### config.mk
export PLATFORM = sky130hd
export DESIGN_NAME = rand_range
export DESIGN_NICKNAME = d
export VERILOG_FILES = /design/src/rtl/rand_pkg.sv /design/src/rtl/div_seq.sv /design/src/rtl/rand_range.sv
export SDC_FILE = /design/constraint.sdc
export NUM_CORES = 1
export LEC_CHECK = 0
export ABC_AREA = 1
export CORE_MARGIN = 5
export CORE_UTILIZATION = 35
export DETAILED_ROUTE_END_ITERATION = 10
export PLACE_DENSITY = 0.58
export SYNTH_ARGS = -nofsm -noshare
export SYNTH_HDL_FRONTEND = slang
export SYNTH_SLANG_ARGS = --single-unit
### constraint.sdc
create_clock -name clk -period 2.35 [get_ports clk]
set_input_delay 0.47 -clock clk [delete_from_list [all_inputs] [get_ports clk]]
set_output_delay 0.47 -clock clk [all_outputs]
set_load 0.01 [all_outputs]
### src/rtl/rand_pkg.sv
// Shared types and constants for the range-limited random draw block.
// Holds the controller state encoding and divider timing.
package rand_pkg;

    localparam int RAND_W     = 8;
    localparam int DIV_CYCLES = 9;

    typedef enum logic [2:0] {
        IDLE,
        CALC,
        SAMPLE,
        MOD,
        DONE
    } state_t;

endpackage

### src/rtl/div_seq.sv
// Restoring divider, one dividend bit per cycle; only the remainder is kept.
// The first bit is consumed on the start edge so done lands DIV_CYCLES later.
module div_seq
    import rand_pkg::*;
#(
    parameter int W = RAND_W
) (
    input  logic         clk,
    input  logic         rst,
    input  logic         start,
    input  logic [W:0]   dividend,
    input  logic [W-1:0] divisor,
    output logic         done,
    output logic [W-1:0] rem
);

    logic [W:0]   sh;
    logic [W-1:0] r;
    logic [W-1:0] d;
    logic [3:0]   cnt;
    logic         run;

    function automatic logic [W-1:0] step(
        input logic [W-1:0] pr,
        input logic         b,
        input logic [W-1:0] dv
    );
        logic [W:0] t;
        t = {pr, b};
        if (t >= {1'b0, dv}) t = t - {1'b0, dv};
        return t[W-1:0];
    endfunction

    always_ff @(posedge clk or negedge rst) begin
        if (!rst) begin
            run <= 1'b0;
            cnt <= '0;
            r   <= '0;
            sh  <= '0;
            d   <= '0;
        end else if (start) begin
            run <= 1'b1;
            cnt <= 4'(DIV_CYCLES - 1);
            d   <= divisor;
            r   <= step('0, dividend[W], divisor);
            sh  <= {dividend[W-1:0], 1'b0};
        end else if (run) begin
            if (cnt == '0) begin
                run <= 1'b0;
            end else begin
                r   <= step(r, sh[W], d);
                sh  <= {sh[W-1:0], 1'b0};
                cnt <= cnt - 4'd1;
            end
        end
    end

    assign done = run && (cnt == '0);
    assign rem  = r;

endmodule

### src/rtl/rand_range.sv
// Unbiased draw in [0, range) from a free-running PRNG byte stream:
// rejection sampling against 256 - (256 mod range), then a sequential modulo.
module rand_range
    import rand_pkg::*;
#(
    parameter int W         = RAND_W,
    parameter int MAX_TRIES = 16
) (
    input  logic         clk,
    input  logic         rst,
    input  logic [W-1:0] rnd,
    input  logic         req,
    input  logic [W-1:0] range,
    output logic         busy,
    output logic         valid,
    output logic [W-1:0] val,
    output logic         biased,
    output logic         err
);

    localparam logic [W:0] FULL = {1'b1, {W{1'b0}}};

    state_t       state;
    state_t       next;
    logic [W-1:0] rng_q;
    logic [W:0]   limit;
    logic [4:0]   tries;

    logic         div_start;
    logic         div_done;
    logic [W:0]   div_dividend;
    logic [W-1:0] div_divisor;
    logic [W-1:0] div_rem;

    logic accept;
    logic last_try;

    assign accept   = {1'b0, rnd} < limit;
    assign last_try = tries == 5'(MAX_TRIES - 1);

    div_seq #(.W(W)) u_div (
        .clk     (clk),
        .rst     (rst),
        .start   (div_start),
        .dividend(div_dividend),
        .divisor (div_divisor),
        .done    (div_done),
        .rem     (div_rem)
    );

    always_comb begin
        next         = state;
        div_start    = 1'b0;
        div_dividend = FULL;
        div_divisor  = rng_q;
        unique case (state)
            IDLE: begin
                // range 0 spends one CALC cycle with the divider left idle
                if (req) begin
                    next = CALC;
                    if (range != '0) begin
                        div_start   = 1'b1;
                        div_divisor = range;
                    end
                end
            end
            CALC: begin
                if (err) next = DONE;
                else if (div_done) next = SAMPLE;
            end
            SAMPLE: begin
                if (accept || last_try) begin
                    div_start    = 1'b1;
                    div_dividend = {1'b0, rnd};
                    next         = MOD;
                end
            end
            MOD: begin
                if (div_done) next = DONE;
            end
            DONE: next = IDLE;
            default: next = IDLE;
        endcase
    end

    always_ff @(posedge clk or negedge rst) begin
        if (!rst) state <= IDLE;
        else state <= next;
    end

    always_ff @(posedge clk or negedge rst) begin
        if (!rst) begin
            rng_q  <= '0;
            limit  <= '0;
            tries  <= '0;
            val    <= '0;
            biased <= 1'b0;
            err    <= 1'b0;
        end else begin
            unique case (state)
                IDLE: begin
                    if (req) begin
                        rng_q  <= range;
                        err    <= range == '0;
                        biased <= 1'b0;
                    end
                end
                CALC: begin
                    if (err) begin
                        val <= '0;
                    end else if (div_done) begin
                        limit <= FULL - {1'b0, div_rem};
                        tries <= '0;
                    end
                end
                SAMPLE: begin
                    if (!accept) begin
                        if (last_try) biased <= 1'b1;
                        else if (tries != '1) tries <= tries + 5'd1;
                    end
                end
                MOD: begin
                    if (div_done) val <= div_rem;
                end
                default: ;
            endcase
        end
    end

    assign busy  = state != IDLE;
    assign valid = state == DONE;

endmodule

==> summary.txt <==
Status
  • Outcome: complete, but fails checks
  • Violated checks: setup timing

STA
  • RSZ-0062 raised after global routing: true
  • Worst relative slew slack: 0.602
  • Portion of the clock cycle consumed by the worst path in the final layout: 1.00
  • Time the worst path needs with I/O delays and setup: 2360 ps
  • Actual transition at the worst max-transition pin: ~600 ps
  • Worst Slack Setup Final: -6.98 ps
  • Final TNS setup: -6.98 ps
  • Max Clock Skew: around 7.8 ps
  • Number of endpoints failing setup at the final stage: 1
  • Number of pins with negative max-slew slack in the final report: 0
  • Maximum achievable frequency: between 400 and 500 MHz
  • Final count of hold timing violations: 0

Worst setup path
  • Setup Crit Path Kind: in2reg
  • FF-to-FF Start: tries[1]$_DFFE_PN0P_
  • Launching element of the worst setup path: rnd[7]
  • Arr. time, crit path: 2630 ps
  • Largest driver fanout on the critical path: 3
  • Kind of capture point of the worst setup path: flop
  • Category of the worst setup path launch point: primary input
  • Data required time of the critical path: between 2000 and 3000 ps

Yosys
  • Flops & latches, synth: 64
  • Post-synth EDFFs: 0
  • Most instantiated cells after synthesis: sky130_fd_sc_hd__nand2_1, sky130_fd_sc_hd__inv_1, sky130_fd_sc_hd__dfrtp_1, sky130_fd_sc_hd__o21ai_0, sky130_fd_sc_hd__nor2_1
  • Sequential area share after synthesis: 0.399
  • Mean Syn Cell Area: about 7.4 um^2
  • Post-Syn Instances: 543
  • Yosys top cell by area: sky130_fd_sc_hd__dfrtp_1
  • Count of yosys warnings during synthesis: 0
  • Share of flip-flops with an asynchronous set or reset after synthesis: 1.00
  • Post-synthesis net count: a little under 600
  • Ranking of synthesized cells by area: sky130_fd_sc_hd__dfrtp_1, sky130_fd_sc_hd__nand2_1, sky130_fd_sc_hd__inv_1
  • Most used standard cell by instance count after synthesis: sky130_fd_sc_hd__nand2_1
  • Summed instance area of the synthesized netlist: roughly 0.004 mm^2
  • Most used DFF post-synth: sky130_fd_sc_hd__dfrtp_1
  • Number of distinct standard cells referenced by the synthesized netlist: 40
  • Top-area cell type share of the netlist area: 0.399

Cells and area
  • Net count of the finished layout: roughly 660
  • Fraction of final layout cells sized beyond drive strength 1: 0.189
  • Final Util: 0.465
  • Area added between synthesis and finish: 31.2%
  • Antenna cell count: 0

Flow run
  • Number of max-cap violations: 0

Die
  • Die Area: approximately 0.014 mm^2
  • Core region area: about 0.011 mm^2
  • Number of core rows: 39
  • I/O pin count: 31
  • Die extent in y: 117 um
  • Die span in x: approximately 120 um
  • Starting Density: 0.355

Global routing
  • Grt ovf: 0
  • Antenna violations before repair: 0
  • Vias in the first global route: roughly 3600
  • Wire length of the first global-routing pass: about 17000 um
  • Total track usage: 0.164
  • Pin count of the biggest net entering global routing: between 60 and 70

Placement
  • Placed wire-length estimate after detailed placement: 7650 um
  • IO Port Bufs: 30
  • Post-Place Setup Slack: -576 ps
  • Placer congestion estimate: 0.828

Power
  • Sequential share of power: 0.254
  • Portion of total power attributed to combinational logic: 0.576
  • Proportion of power drawn by the clock network: 0.169
  • Peak VDD IR: between 0.5 and 0.6 mV
  • Internal power summed over all cells: roughly 4100 uW
  • Sw power: roughly 3200 uW
  • Power per cell area: 1390 mW/mm^2
  • Switching part of the total: 0.437
  • Leakage Power: around 0.0026 uW

Route
  • DR vias: 3635
  • Post-DR vias/cell: between 4 and 5
  • Initial detailed-routing violation count: about 160
  • Total wire length: 10100 um
  • Post-DRT Antenna Nets: 0
  • Number of detailed-route iterations in the first pass: 4
  • DRC violations left: 0
  • Routed wire per std cell: roughly 13 um

CTS
  • TritonCTS clock tree: done
  • Clock Latency Late Sink: between 300 and 400 ps
  • Total number of clock tree sinks: between 60 and 70
  • Clock root buffer: sky130_fd_sc_hd__clkbuf_16
  • Max Buffers Root-to-Sink: 2
  • Clock slew at the register clock pins of the worst setup and hold paths: approximately 50 ps
  • Level count of the clock H-tree: 3
  • CTS buffer count: 9

Worst hold path
  • Hold WC Path Type: in2async
metal layers:
metal | up-vias | routed length [um] | GRT usage
met5 | - | 0 | 0
met4 | 0 | 214 | 0.0635
li1 | 1854 | - | -
met3 | 14 | 473 | 0.0365
met1 | 1687 | 4740 | 0.208
met2 | 80 | 4660 | 0.271
cells by family (layout without fill, tap and decap cells):
family,Yosys count,after routing,share of synthesized area
DFF,64,64,0.399
and+or+nand+nor,247,247,0.272
buffers and inverters,122,203,0.125
adders and majority gates,23,23,0.0736
AOI/OAI and AO/OA,76,76,0.107
xor gates and xnor gates,11,11,0.0240
worst max-delay path, cell delays in order:
cell and delay, ps:
sky130_fd_sc_hd__dlygate4sd2_1 270, sky130_fd_sc_hd__ha_4 280, sky130_fd_sc_hd__nand2_2 60, sky130_fd_sc_hd__nor2_4 130
sky130_fd_sc_hd__nand3_2 80, sky130_fd_sc_hd__nand4_1 150, sky130_fd_sc_hd__nand2_2 100, sky130_fd_sc_hd__ha_4 170
sky130_fd_sc_hd__inv_4 50, sky130_fd_sc_hd__ha_4 120, sky130_fd_sc_hd__inv_2 30, sky130_fd_sc_hd__nor2_1 90
sky130_fd_sc_hd__nand2_1 80, sky130_fd_sc_hd__nand2_2 100, sky130_fd_sc_hd__nand2_2 70, sky130_fd_sc_hd__nor2_2 130
sky130_fd_sc_hd__nand2_2 80, sky130_fd_sc_hd__nand2_1 60, sky130_fd_sc_hd__nand2_1 50, sky130_fd_sc_hd__nand2_1 70
layout by cell type (no fill, tap or decap), types with 3 or more instances in the layout:
cell / n
sky130_fd_sc_hd__nand2_1: 142
sky130_fd_sc_hd__inv_1: 96
sky130_fd_sc_hd__dfrtp_1: 64
sky130_fd_sc_hd__o21ai_0: 48
sky130_fd_sc_hd__buf_4: 44
sky130_fd_sc_hd__nand3_1: 31
sky130_fd_sc_hd__nor2_1: 30
sky130_fd_sc_hd__clkdlybuf4s50_1: 22
sky130_fd_sc_hd__ha_1: 13
sky130_fd_sc_hd__inv_2: 11
sky130_fd_sc_hd__nand4_1: 11
sky130_fd_sc_hd__nand2_2: 10
sky130_fd_sc_hd__a21oi_1: 10
sky130_fd_sc_hd__clkbuf_16: 9
sky130_fd_sc_hd__xor2_1: 8
sky130_fd_sc_hd__ha_4: 8
sky130_fd_sc_hd__dlygate4sd2_1: 7
sky130_fd_sc_hd__nor2_2: 5
sky130_fd_sc_hd__buf_12: 5
sky130_fd_sc_hd__nor2_4: 4
sky130_fd_sc_hd__o21ai_2: 4
sky130_fd_sc_hd__o31ai_1: 4
sky130_fd_sc_hd__o21a_1: 3
sky130_fd_sc_hd__xnor2_1: 3
sky130_fd_sc_hd__or2_2: 3
sky130_fd_sc_hd__clkbuf_8: 3
stage by stage:
| stage | instance area, um^2 | std cells | total power, uW | hold WS, ps |
|---|---|---|---|---|
| after global routing | 5270 | 767 | 8080 | 180 |
| after CTS | 5180 | 762 | 7200 | 165 |
| after floorplan | 4120 | 543 | 4590 | 174 |
| final | 5270 | 767 | 7320 | 151 |
| after global placement | 4890 | 747 | 5810 | 464 |
| after detailed placement | 4890 | 747 | 5920 | 469 |
power by group through the flow:
stage | Clock (uW) | Combinational, uW | Sequential (uW)
3_3_place_gp | 0 | 3960 | 1850
3_5_place_dp | 0 | 4050 | 1870
6_report | 1240 | 4220 | 1860
5_1_grt | 1320 | 4850 | 1910
4_1_cts | 1270 | 4070 | 1860
2_1_floorplan | 0 | 2760 | 1830
cell type report:
| type | count | area, um^2 |
|---|---|---|
| clock buffer | 14 | 274 |
| fill | 1158 | 6050 |
| inverter | 110 | 418 |
| multi-input combinational | 357 | 2080 |
| sequential | 64 | 1600 |
| tap | 143 | 179 |
| timing repair buffer | 79 | 717 |
state kept, by name (all words and copies together), names as in the netlist, 4 cells and up:
name,cells
limit,9
rng_q,8
tries,5
u_div.cnt,4
u_div.d,8
u_div.rem,8
u_div.sh,8
val,8
worst paths after layout:
kind / end / slack [ps] / depth (start not counted)
min in group clk: u_div.cnt[1]$_DFFE_PN0P_ / 480 / 2
worst min register to register: u_div.cnt[1]$_DFFE_PN0P_ / 480 / 2
worst max-delay path: u_div.rem[6]$_DFFE_PN0P_ / -7 / 20
max in group asynchronous: rng_q[6]$_DFFE_PN0P_ / 1920 / 2
worst max register to register: u_div.rem[6]$_DFFE_PN0P_ / 10 / 21
worst min-delay path: tries[0]$_DFFE_PN0P_ / 150 / 2
timing repair:
item,CTS,global route
endpoints found under the setup margin,13,9
hold buffers,0,0
pin swaps,5,15
resized for setup,12,21
setup buffers,1,5
Power figures use the tool's default switching activity.
